<file path="src/rtl/ctrlbus_pkg.sv">
// Shared types and bit-position constants for the CTRL bus command master.
`timescale 1ns/1ps
package ctrlbus_pkg;

  typedef enum logic [2:0] {
    IDLE,
    ISSUE,
    WAIT_RISE,
    WAIT_FALL,
    RESPOND
  } state_t;

  // Command word layout
  localparam int CMD_WR_BIT   = 31;
  localparam int CMD_ADDR_LSB = 16;
  localparam int CMD_DATA_LSB = 0;

  // Response word layout
  localparam int RSP_ERR_BIT  = 31;
  localparam int RSP_WR_BIT   = 30;
  localparam int RSP_ADDR_LSB = 16;
  localparam int RSP_DATA_LSB = 0;

  function automatic int max_int(input int a, input int b);
    return (a > b) ? a : b;
  endfunction

  function automatic logic [31:0] pack_rsp(input logic err, input logic wr,
                                           input logic [7:0] addr,
                                           input logic [15:0] data);
    logic [31:0] w;
    w = '0;
    w[RSP_ERR_BIT] = err;
    w[RSP_WR_BIT]  = wr;
    w[RSP_ADDR_LSB +: 8]  = addr;
    w[RSP_DATA_LSB +: 16] = data;
    return w;
  endfunction

endpackage

</file>
<file path="src/rtl/ctrlbus_cmd_master.sv">
// Executes one CTRL bus transaction per host command word and returns one response word.
// Optional busy-stuck timeout is enabled by defining CTRLBUS_CMD_TIMEOUT_EN.
`timescale 1ns/1ps
module ctrlbus_cmd_master
  import ctrlbus_pkg::*;
#(
  parameter int g_WidthADDR     = 8,
  parameter int g_WidthDATA     = 16,
  parameter int g_RiseWindow    = 4,
  parameter int g_TimeoutCycles = 4096
) (
  input  logic                   Clock,
  input  logic                   Reset,
  input  logic [31:0]            Cmd_Data,
  input  logic                   Cmd_Valid,
  output logic                   Cmd_Ready,
  output logic [31:0]            Rsp_Data,
  output logic                   Rsp_Valid,
  input  logic                   Rsp_Ready,
  output logic                   CTRL_enable_cmd,
  output logic                   CTRL_write_read,
  output logic [g_WidthADDR-1:0] CTRL_addr_frame,
  output logic [g_WidthDATA-1:0] CTRL_write_data_frame,
  input  logic [g_WidthDATA-1:0] CTRL_read_data_frame,
  input  logic                   CTRL_busy
);

  localparam int CNT_MAX = max_int(g_RiseWindow, g_TimeoutCycles);
  localparam int CNT_W   = (CNT_MAX > 1) ? $clog2(CNT_MAX) : 1;
  localparam logic [CNT_W-1:0] RISE_LAST = CNT_W'(g_RiseWindow - 1);
`ifdef CTRLBUS_CMD_TIMEOUT_EN
  localparam logic [CNT_W-1:0] TIMEOUT_LAST = CNT_W'(g_TimeoutCycles - 1);
`endif

  state_t                 state_reg;
  logic                   cmd_ready_reg;
  logic                   rsp_valid_reg;
  logic [31:0]            rsp_data_reg;
  logic                   enable_reg;
  logic                   write_read_reg;
  logic [g_WidthADDR-1:0] addr_reg;
  logic [g_WidthDATA-1:0] wdata_reg;
  logic [CNT_W-1:0]       cnt_reg;
  logic [CNT_W-1:0]       cnt_inc;
  logic [15:0]            rd_capture;

  // Opcode-reserved command bits carry no meaning here.
  logic unused_cmd_bits;
  assign unused_cmd_bits = ^Cmd_Data[30:24];

  assign cnt_inc    = (cnt_reg == '1) ? cnt_reg : cnt_reg + 1'b1;
  assign rd_capture = write_read_reg ? 16'h0000 : 16'(CTRL_read_data_frame);

  always_ff @(posedge Clock or posedge Reset) begin
    if (Reset) begin
      state_reg      <= IDLE;
      cmd_ready_reg  <= 1'b0;
      rsp_valid_reg  <= 1'b0;
      rsp_data_reg   <= '0;
      enable_reg     <= 1'b0;
      write_read_reg <= 1'b0;
      addr_reg       <= '0;
      wdata_reg      <= '0;
      cnt_reg        <= '0;
    end else begin
      enable_reg <= 1'b0;
      case (state_reg)
        IDLE: begin
          if (cmd_ready_reg && Cmd_Valid) begin
            cmd_ready_reg  <= 1'b0;
            write_read_reg <= Cmd_Data[CMD_WR_BIT];
            addr_reg       <= Cmd_Data[CMD_ADDR_LSB +: g_WidthADDR];
            wdata_reg      <= Cmd_Data[CMD_DATA_LSB +: g_WidthDATA];
            enable_reg     <= 1'b1;
            state_reg      <= ISSUE;
          end else begin
            cmd_ready_reg <= 1'b1;
          end
        end

        ISSUE: begin
          cnt_reg   <= '0;
          state_reg <= WAIT_RISE;
        end

        WAIT_RISE: begin
          if (CTRL_busy) begin
            cnt_reg   <= '0;
            state_reg <= WAIT_FALL;
          end else if (cnt_reg == RISE_LAST) begin
            // Peripheral never went busy: treat as a zero-wait completion.
            rsp_valid_reg <= 1'b1;
            rsp_data_reg  <= pack_rsp(1'b0, write_read_reg, 8'(addr_reg), rd_capture);
            state_reg     <= RESPOND;
          end else begin
            cnt_reg <= cnt_inc;
          end
        end

        WAIT_FALL: begin
          if (!CTRL_busy) begin
            rsp_valid_reg <= 1'b1;
            rsp_data_reg  <= pack_rsp(1'b0, write_read_reg, 8'(addr_reg), rd_capture);
            state_reg     <= RESPOND;
          end
`ifdef CTRLBUS_CMD_TIMEOUT_EN
          else if (cnt_reg == TIMEOUT_LAST) begin
            rsp_valid_reg <= 1'b1;
            rsp_data_reg  <= pack_rsp(1'b1, write_read_reg, 8'(addr_reg), 16'h0000);
            state_reg     <= RESPOND;
          end else begin
            cnt_reg <= cnt_inc;
          end
`endif
        end

        RESPOND: begin
          if (Rsp_Ready) begin
            rsp_valid_reg <= 1'b0;
            cmd_ready_reg <= 1'b1;
            state_reg     <= IDLE;
          end
        end

        default: state_reg <= IDLE;
      endcase
    end
  end

  assign Cmd_Ready             = cmd_ready_reg;
  assign Rsp_Valid             = rsp_valid_reg;
  assign Rsp_Data              = rsp_data_reg;
  assign CTRL_enable_cmd       = enable_reg;
  assign CTRL_write_read       = write_read_reg;
  assign CTRL_addr_frame       = addr_reg;
  assign CTRL_write_data_frame = wdata_reg;

endmodule

</file>
<file path="config.mk">
export PLATFORM = sky130hd
export DESIGN_NAME = ctrlbus_cmd_master
export DESIGN_NICKNAME = d
export VERILOG_FILES = /design/src/rtl/ctrlbus_pkg.sv /design/src/rtl/ctrlbus_cmd_master.sv
export SDC_FILE = /design/constraint.sdc
export NUM_CORES = 1
export LEC_CHECK = 0
export ABC_AREA = 1
export CORE_AREA = 2 2 92 94
export DETAILED_ROUTE_END_ITERATION = 8
export DIE_AREA = 0 0 94 96
export GPL_ROUTABILITY_DRIVEN = 0
export PLACE_DENSITY = 0.72
export SYNTH_ARGS = -nofsm -noshare
export SYNTH_HDL_FRONTEND = slang
export SYNTH_SLANG_ARGS = --single-unit
</file>
<file path="constraint.sdc">
create_clock -name Clock -period 2.96 [get_ports Clock]
set_input_delay 0.592 -clock Clock [delete_from_list [all_inputs] [get_ports Clock]]
set_output_delay 0.592 -clock Clock [all_outputs]
set_load 0.1 [all_outputs]
</file>
; Word level (Yosys, flattened, before mapping)
; Cells that the tools add are included.
[op_classes]
add_sub_neg = 1
multipliers = 0
n_div = 0
n_lt_le_gt_ge = 0
eq_ne = 14
shift = 0
n_mux = 25
bitwise = 0
reduce_logical = 12
[ops]
columns = operator, n
row1 = $mux W32, 3
row2 = $pmux W32 S2, 1
row3 = $mux W12, 3
row4 = $pmux W12 S2, 1
row5 = $mux W16, 1
row6 = $mux W3, 5
row7 = $pmux W3 S5, 1
row8 = $add A12 B1 Y12 const B, 1
row9 = $eq A12 B12 Y1 const B, 1
row10 = $eq A12 B2 Y1 const B, 1
row11 = $ne A2 B2 Y1 const B, 5
row12 = $ne A3 B3 Y1 const B, 3
row13 = $mux W1, 8
row14 = $reduce_and A4 Y1, 2
row15 = $eq A3 B2 Y1 const B, 2
row16 = $reduce_bool A2 Y1, 3
row17 = $reduce_and A5 Y1, 1
row18 = $reduce_and A2 Y1, 2
row19 = $eq A3 B1 Y1 const B, 1
row20 = $eq A3 B3 Y1 const B, 1
row21 = $logic_not A3 Y1, 1
row22 = $pmux W1 S3, 1
row23 = $reduce_and A3 Y1, 1
row24 = $reduce_bool A3 Y1, 1
row25 = other kinds (2), 2
[totals]
register_bits = 75
latch_bits = 0
ram_bits = 0
rom_bits = 0
in_bits = 53
output_inout_bits = 60
wordCells = 61
n_memories = 0

; Logic depth before layout (Yosys ltp)
[logic_depth]
depth_word = 5
mapped_depth = 11
depth_no_buf = 9

; Least setup slack after synthesis
; Ideal clock, no wire load.
[synth_path]
kind = reg2reg
start = register cmd_ready_reg (netlist: Cmd_Ready)
end = register addr_reg[0] (netlist: CTRL_addr_frame[0])
setup_time_ns = 0.122
arrival_ns = 1.731
required_ns = 2.838
slack_ns = 1.107
path_stages_with_launch = 7
n_path_buf = 1
period_less_slack_ns = 1.853
cell_sequence = dfrtp_1 -> nand2_1 -> nor2_4 -> inv_2 -> buf_2 -> nand2_1 -> nand2_1
[synth_between]
elab_chain_cells = 2
[synth_rtl]
columns = item, line
row1 = from (decl), ctrlbus_cmd_master.sv:36  ; logic cmd_ready_reg;
row2 = from (signal assigned), ctrlbus_cmd_master.sv:57  ; cmd_ready_reg <= 1'b0;
row3 = from (signal assigned), ctrlbus_cmd_master.sv:70  ; cmd_ready_reg <= 1'b0;
row4 = from (signal assigned), ctrlbus_cmd_master.sv:77  ; cmd_ready_reg <= 1'b1;
row5 = $logic_and A1 B1 Y1, ctrlbus_cmd_master.sv:69  ; if (cmd_ready_reg && Cmd_Valid) begin
row6 = $reduce_and A2 Y1 (no source line), --
row7 = to (signal assigned), ctrlbus_cmd_master.sv:72  ; addr_reg <= Cmd_Data[CMD_ADDR_LSB +: g_WidthADDR];
row8 = to (decl), ctrlbus_cmd_master.sv:41  ; logic [g_WidthADDR-1:0] addr_reg;
; Every way passes these cells.
; A chain may end at the register's enable or synchronous reset.

; Worst setup path after layout
[layout_path]
start = register cnt_reg[0]
end = register rsp_data_reg[7] (netlist: Rsp_Data[7])
[layout_between]
elab_chain_cells = 3
[layout_rtl]
columns = item, line
row1 = from (decl), ctrlbus_cmd_master.sv:43  ; logic [CNT_W-1:0] cnt_reg;
row2 = from (signal assigned), ctrlbus_cmd_master.sv:96  ; cnt_reg <= cnt_inc;
row3 = $eq A12 B2 Y1, ctrlbus_cmd_master.sv:90  ; end else if (cnt_reg == RISE_LAST) begin
row4 = $ne A2 B2 Y1 (no source line), --
row5 = $reduce_and A4 Y1 (no source line), --
row6 = to (signal assigned), ctrlbus_cmd_master.sv:93  ; rsp_data_reg <= pack_rsp(1'b0, write_read_reg, 8'(addr_reg), rd_capture);
row7 = to (signal assigned), ctrlbus_cmd_master.sv:103  ; rsp_data_reg <= pack_rsp(1'b0, write_read_reg, 8'(addr_reg), rd_capture);
row8 = to (decl), ctrlbus_cmd_master.sv:38  ; logic [31:0] rsp_data_reg;
; Every way passes these cells.

==> run_results.csv <==
group,metric,value,unit
timing,layout_min_cycle_time,2.07,ns
worst_setup_path,r2r_slack,0.89,ns
logic_synthesis,yosys-top-cells-area,"dfrtp_1 54%, nand2_1 24%, nand3_1 2.7%",
flow_run,max_cap_violations,0,
drt,wire_per_inst,12.4,um
worst_setup_path,ff2ff_path_depth,9,
floorplanning,num_io_pins,113,
floorplanning,core-area,8050,um2
logic_synthesis,synth.distinct_cells,28,
worst_hold_path,hold_class,"flop to flop",
place,dp_hpwl,5.37,mm
clock_tree,clock-root-buffer,"clkbuf_8",
clock_tree,numClockSinks,68,
worst_setup_path,critPathKind,"flop to flop",
timing,fin_crit_sh,69.8,%
worst_setup_path,cp-end-kind,"flop",
clock_tree,insertion_delay,0.34,ns
logic_synthesis,synth_top_area_share,54.1,%
logic_synthesis,avgSynthCellArea,8.15,um2
logic_synthesis,synth_area_leader_cell,"dfrtp_1",
drt,drt-initial-drc-count,159,
worst_setup_path,startpoint_type,"flop",
drt,drt-total-wl,7.36,mm
logic_synthesis,seq_area_frac_synth,54.1,%
worst_hold_path,hold_depth,2,
global_route,antenna_found_initial,0,
cells_and_area,drive_gt1_share,18.3,%
drt,route.detailed.drc,0,
timing,skew,0.0103,ns
drt,vias,2728,
global_route,grt_start_max_net_pins,69,
logic_synthesis,synth_edf_count,0,
logic_synthesis,synth_area,3150,um2
global_route,grt_pass1_wl,12.3,mm
worst_setup_path,critPathMaxFanout,27,
cells_and_area,final_nets,540,
logic_synthesis,ys_async_sr_fraction,100,%
clock_tree,cts_max_level,3,
worst_hold_path,worstHoldEndpoint,"CTRL_write_data_frame[1]",
clock_tree,clock_path_buffers,2,
floorplanning,num_rows,33,
worst_hold_path,hold_path_startpoint,"CTRL_write_data_frame[1]",
cells_and_area,layout_commonest_cell,"nand2_1",
floorplanning,start_util,39.1,%
floorplanning,dieHeight,96,um
logic_synthesis,yosysWarnings,0,
logic_synthesis,synth_seq_cells,68,
global_route,track_usage,17.3,%
timing,fin_setup_tns,0,ns
place,port_buffers,98,
drt,drt-pass1-iter-count,4,
timing,setup_viol,0,
cells_and_area,num_antenna_cells,0,
logic_synthesis,syn-instance-count,386,
clock_tree,cts_tree,"built",
clock_tree,cts_resized,0,
timing,fmax,0.484,GHz
clock_tree,postCtsSetupBuffers,0,
status,status,"finished, final reports clean",
timing,hold_viol,0,
worst_setup_path,cp.required,3.24,ns
global_route,overflow,0,
cells_and_area,largest_reg_flops,25,
logic_synthesis,synth_flop_cell,"dfrtp_1",
floorplanning,die_w,94,um
global_route,grt_pass1_vias,2703,
drt,final_antenna_net_count,0,
worst_setup_path,cp.arrival,2.35,ns
timing,rsz0062_at_grt,"false",
clock_tree,cts_buffers,9,
timing,maxSlewViolCount,0,
worst_setup_path,r2r_start,"cnt_reg[0]",
clock_tree,cts_hold_buf,0,
worst_setup_path,r2r-end,"Rsp_Data[7]",
cells_and_area,final_cell_mix,"202 x nand2_1, 68 x dfrtp_1, 55 x buf_4",
cells_and_area,nFillCells,746,
cells_and_area,area_growth,37.1,%
floorplanning,die_area,9020,um2
clock_tree,clkTransAtPathRegs,0.08,ns
drt,viasPerCell,4.58,
==> cell usage after synthesis (2+ instances only) <==
cell,count
dfrtp_1,68
nor3_1,4
buf_6,3
a21oi_1,2
xor2_1,4
inv_2,4
nand2_1,202
o21ai_0,2
buf_4,8
inv_1,17
nor2_1,17
buf_2,7
nand2_2,3
nor2_4,3
nand4_1,13
nand3_1,17
==> routing by layer <==
| metal | part of all wire (%) | track usage (%) | vias up |
|---|---|---|---|
| met3 | 8.1 | 7.28 | 13 |
| met5 | 0 | 0 | - |
| met4 | 1.4 | 5.07 | 0 |
| met1 | 43 | 21.7 | 1252 |
| met2 | 47 | 27.6 | 73 |
| li1 | - | - | 1390 |
==> worst max-delay path: stages (launching register included) <==
cell and delay (ns):
dfrtp_1 0.40, ha_1 0.28, nand2_1 0.08, nor2_1 0.14, nand2_1 0.10, nand2_2 0.27
nand2_4 0.28, nor2_8 0.29, nand2_1 0.09, nand2_1 0.06
==> worst max path at each step <==
stage / cells after the start / from / slack, ns / end
finish: 9 / cnt_reg[0] / 0.89 / Rsp_Data[7]
global route: 9 / cnt_reg[0] / 0.72 / Rsp_Data[4]
CTS: 9 / cnt_reg[0] / 0.88 / Rsp_Data[9]
detailed placement: 6 / CTRL_busy / 0.74 / Rsp_Data[9]
global placement: 6 / CTRL_busy / 0.76 / Rsp_Data[1]
floorplan: 1 / Reset / 0.66 / CTRL_addr_frame[0]
==> cells by family (layout without fill, tap and decap cells) <==
kind of cell / count (synthesis) / count (layout) / synth area share (%)
simple gates: 265 / 265 / 36.0
flops: 68 / 68 / 54.1
buf+inv: 39 / 138 / 6.60
compound gates: 8 / 8 / 1.67
xor+xnor: 4 / 4 / 1.11
fa+ha+maj: 1 / 1 / 0.398
other cells: 1 / 7 / 0.119
==> metrics by stage <==
step / util [%] / area, um2 / std cells / worst slack, ns / hold slack (ns)
3_3_place_gp: 50.3 / 4050 / 580 / 0.764 / 0.456
3_5_place_dp: 50.3 / 4050 / 580 / 0.736 / 0.466
5_1_grt: 53.6 / 4310 / 596 / 0.722 / 0.502
4_1_cts: 53.6 / 4310 / 596 / 0.877 / 0.484
2_1_floorplan: - / 3170 / 392 / 0.656 / 0.471
6_report: 53.6 / 4310 / 596 / 0.893 / 0.480
==> area by class of cell <==
| type | instances | area [um2] | share of cell area (%) |
|---|---|---|---|
| sequential | 68 | 1700 | 39.5 |
| multi-input combinational | 285 | 1260 | 29.2 |
| timing repair buffer | 101 | 883 | 20.5 |
| clock buffer | 11 | 151 | 3.51 |
| tap | 105 | 131 | 3.05 |
| clock inverter | 5 | 106 | 2.47 |
| inverter | 21 | 78.8 | 1.83 |
Power is left out: the tool's default activity adds up to more than one toggle a clock period on the data nets, which glitch-free logic cannot reach.
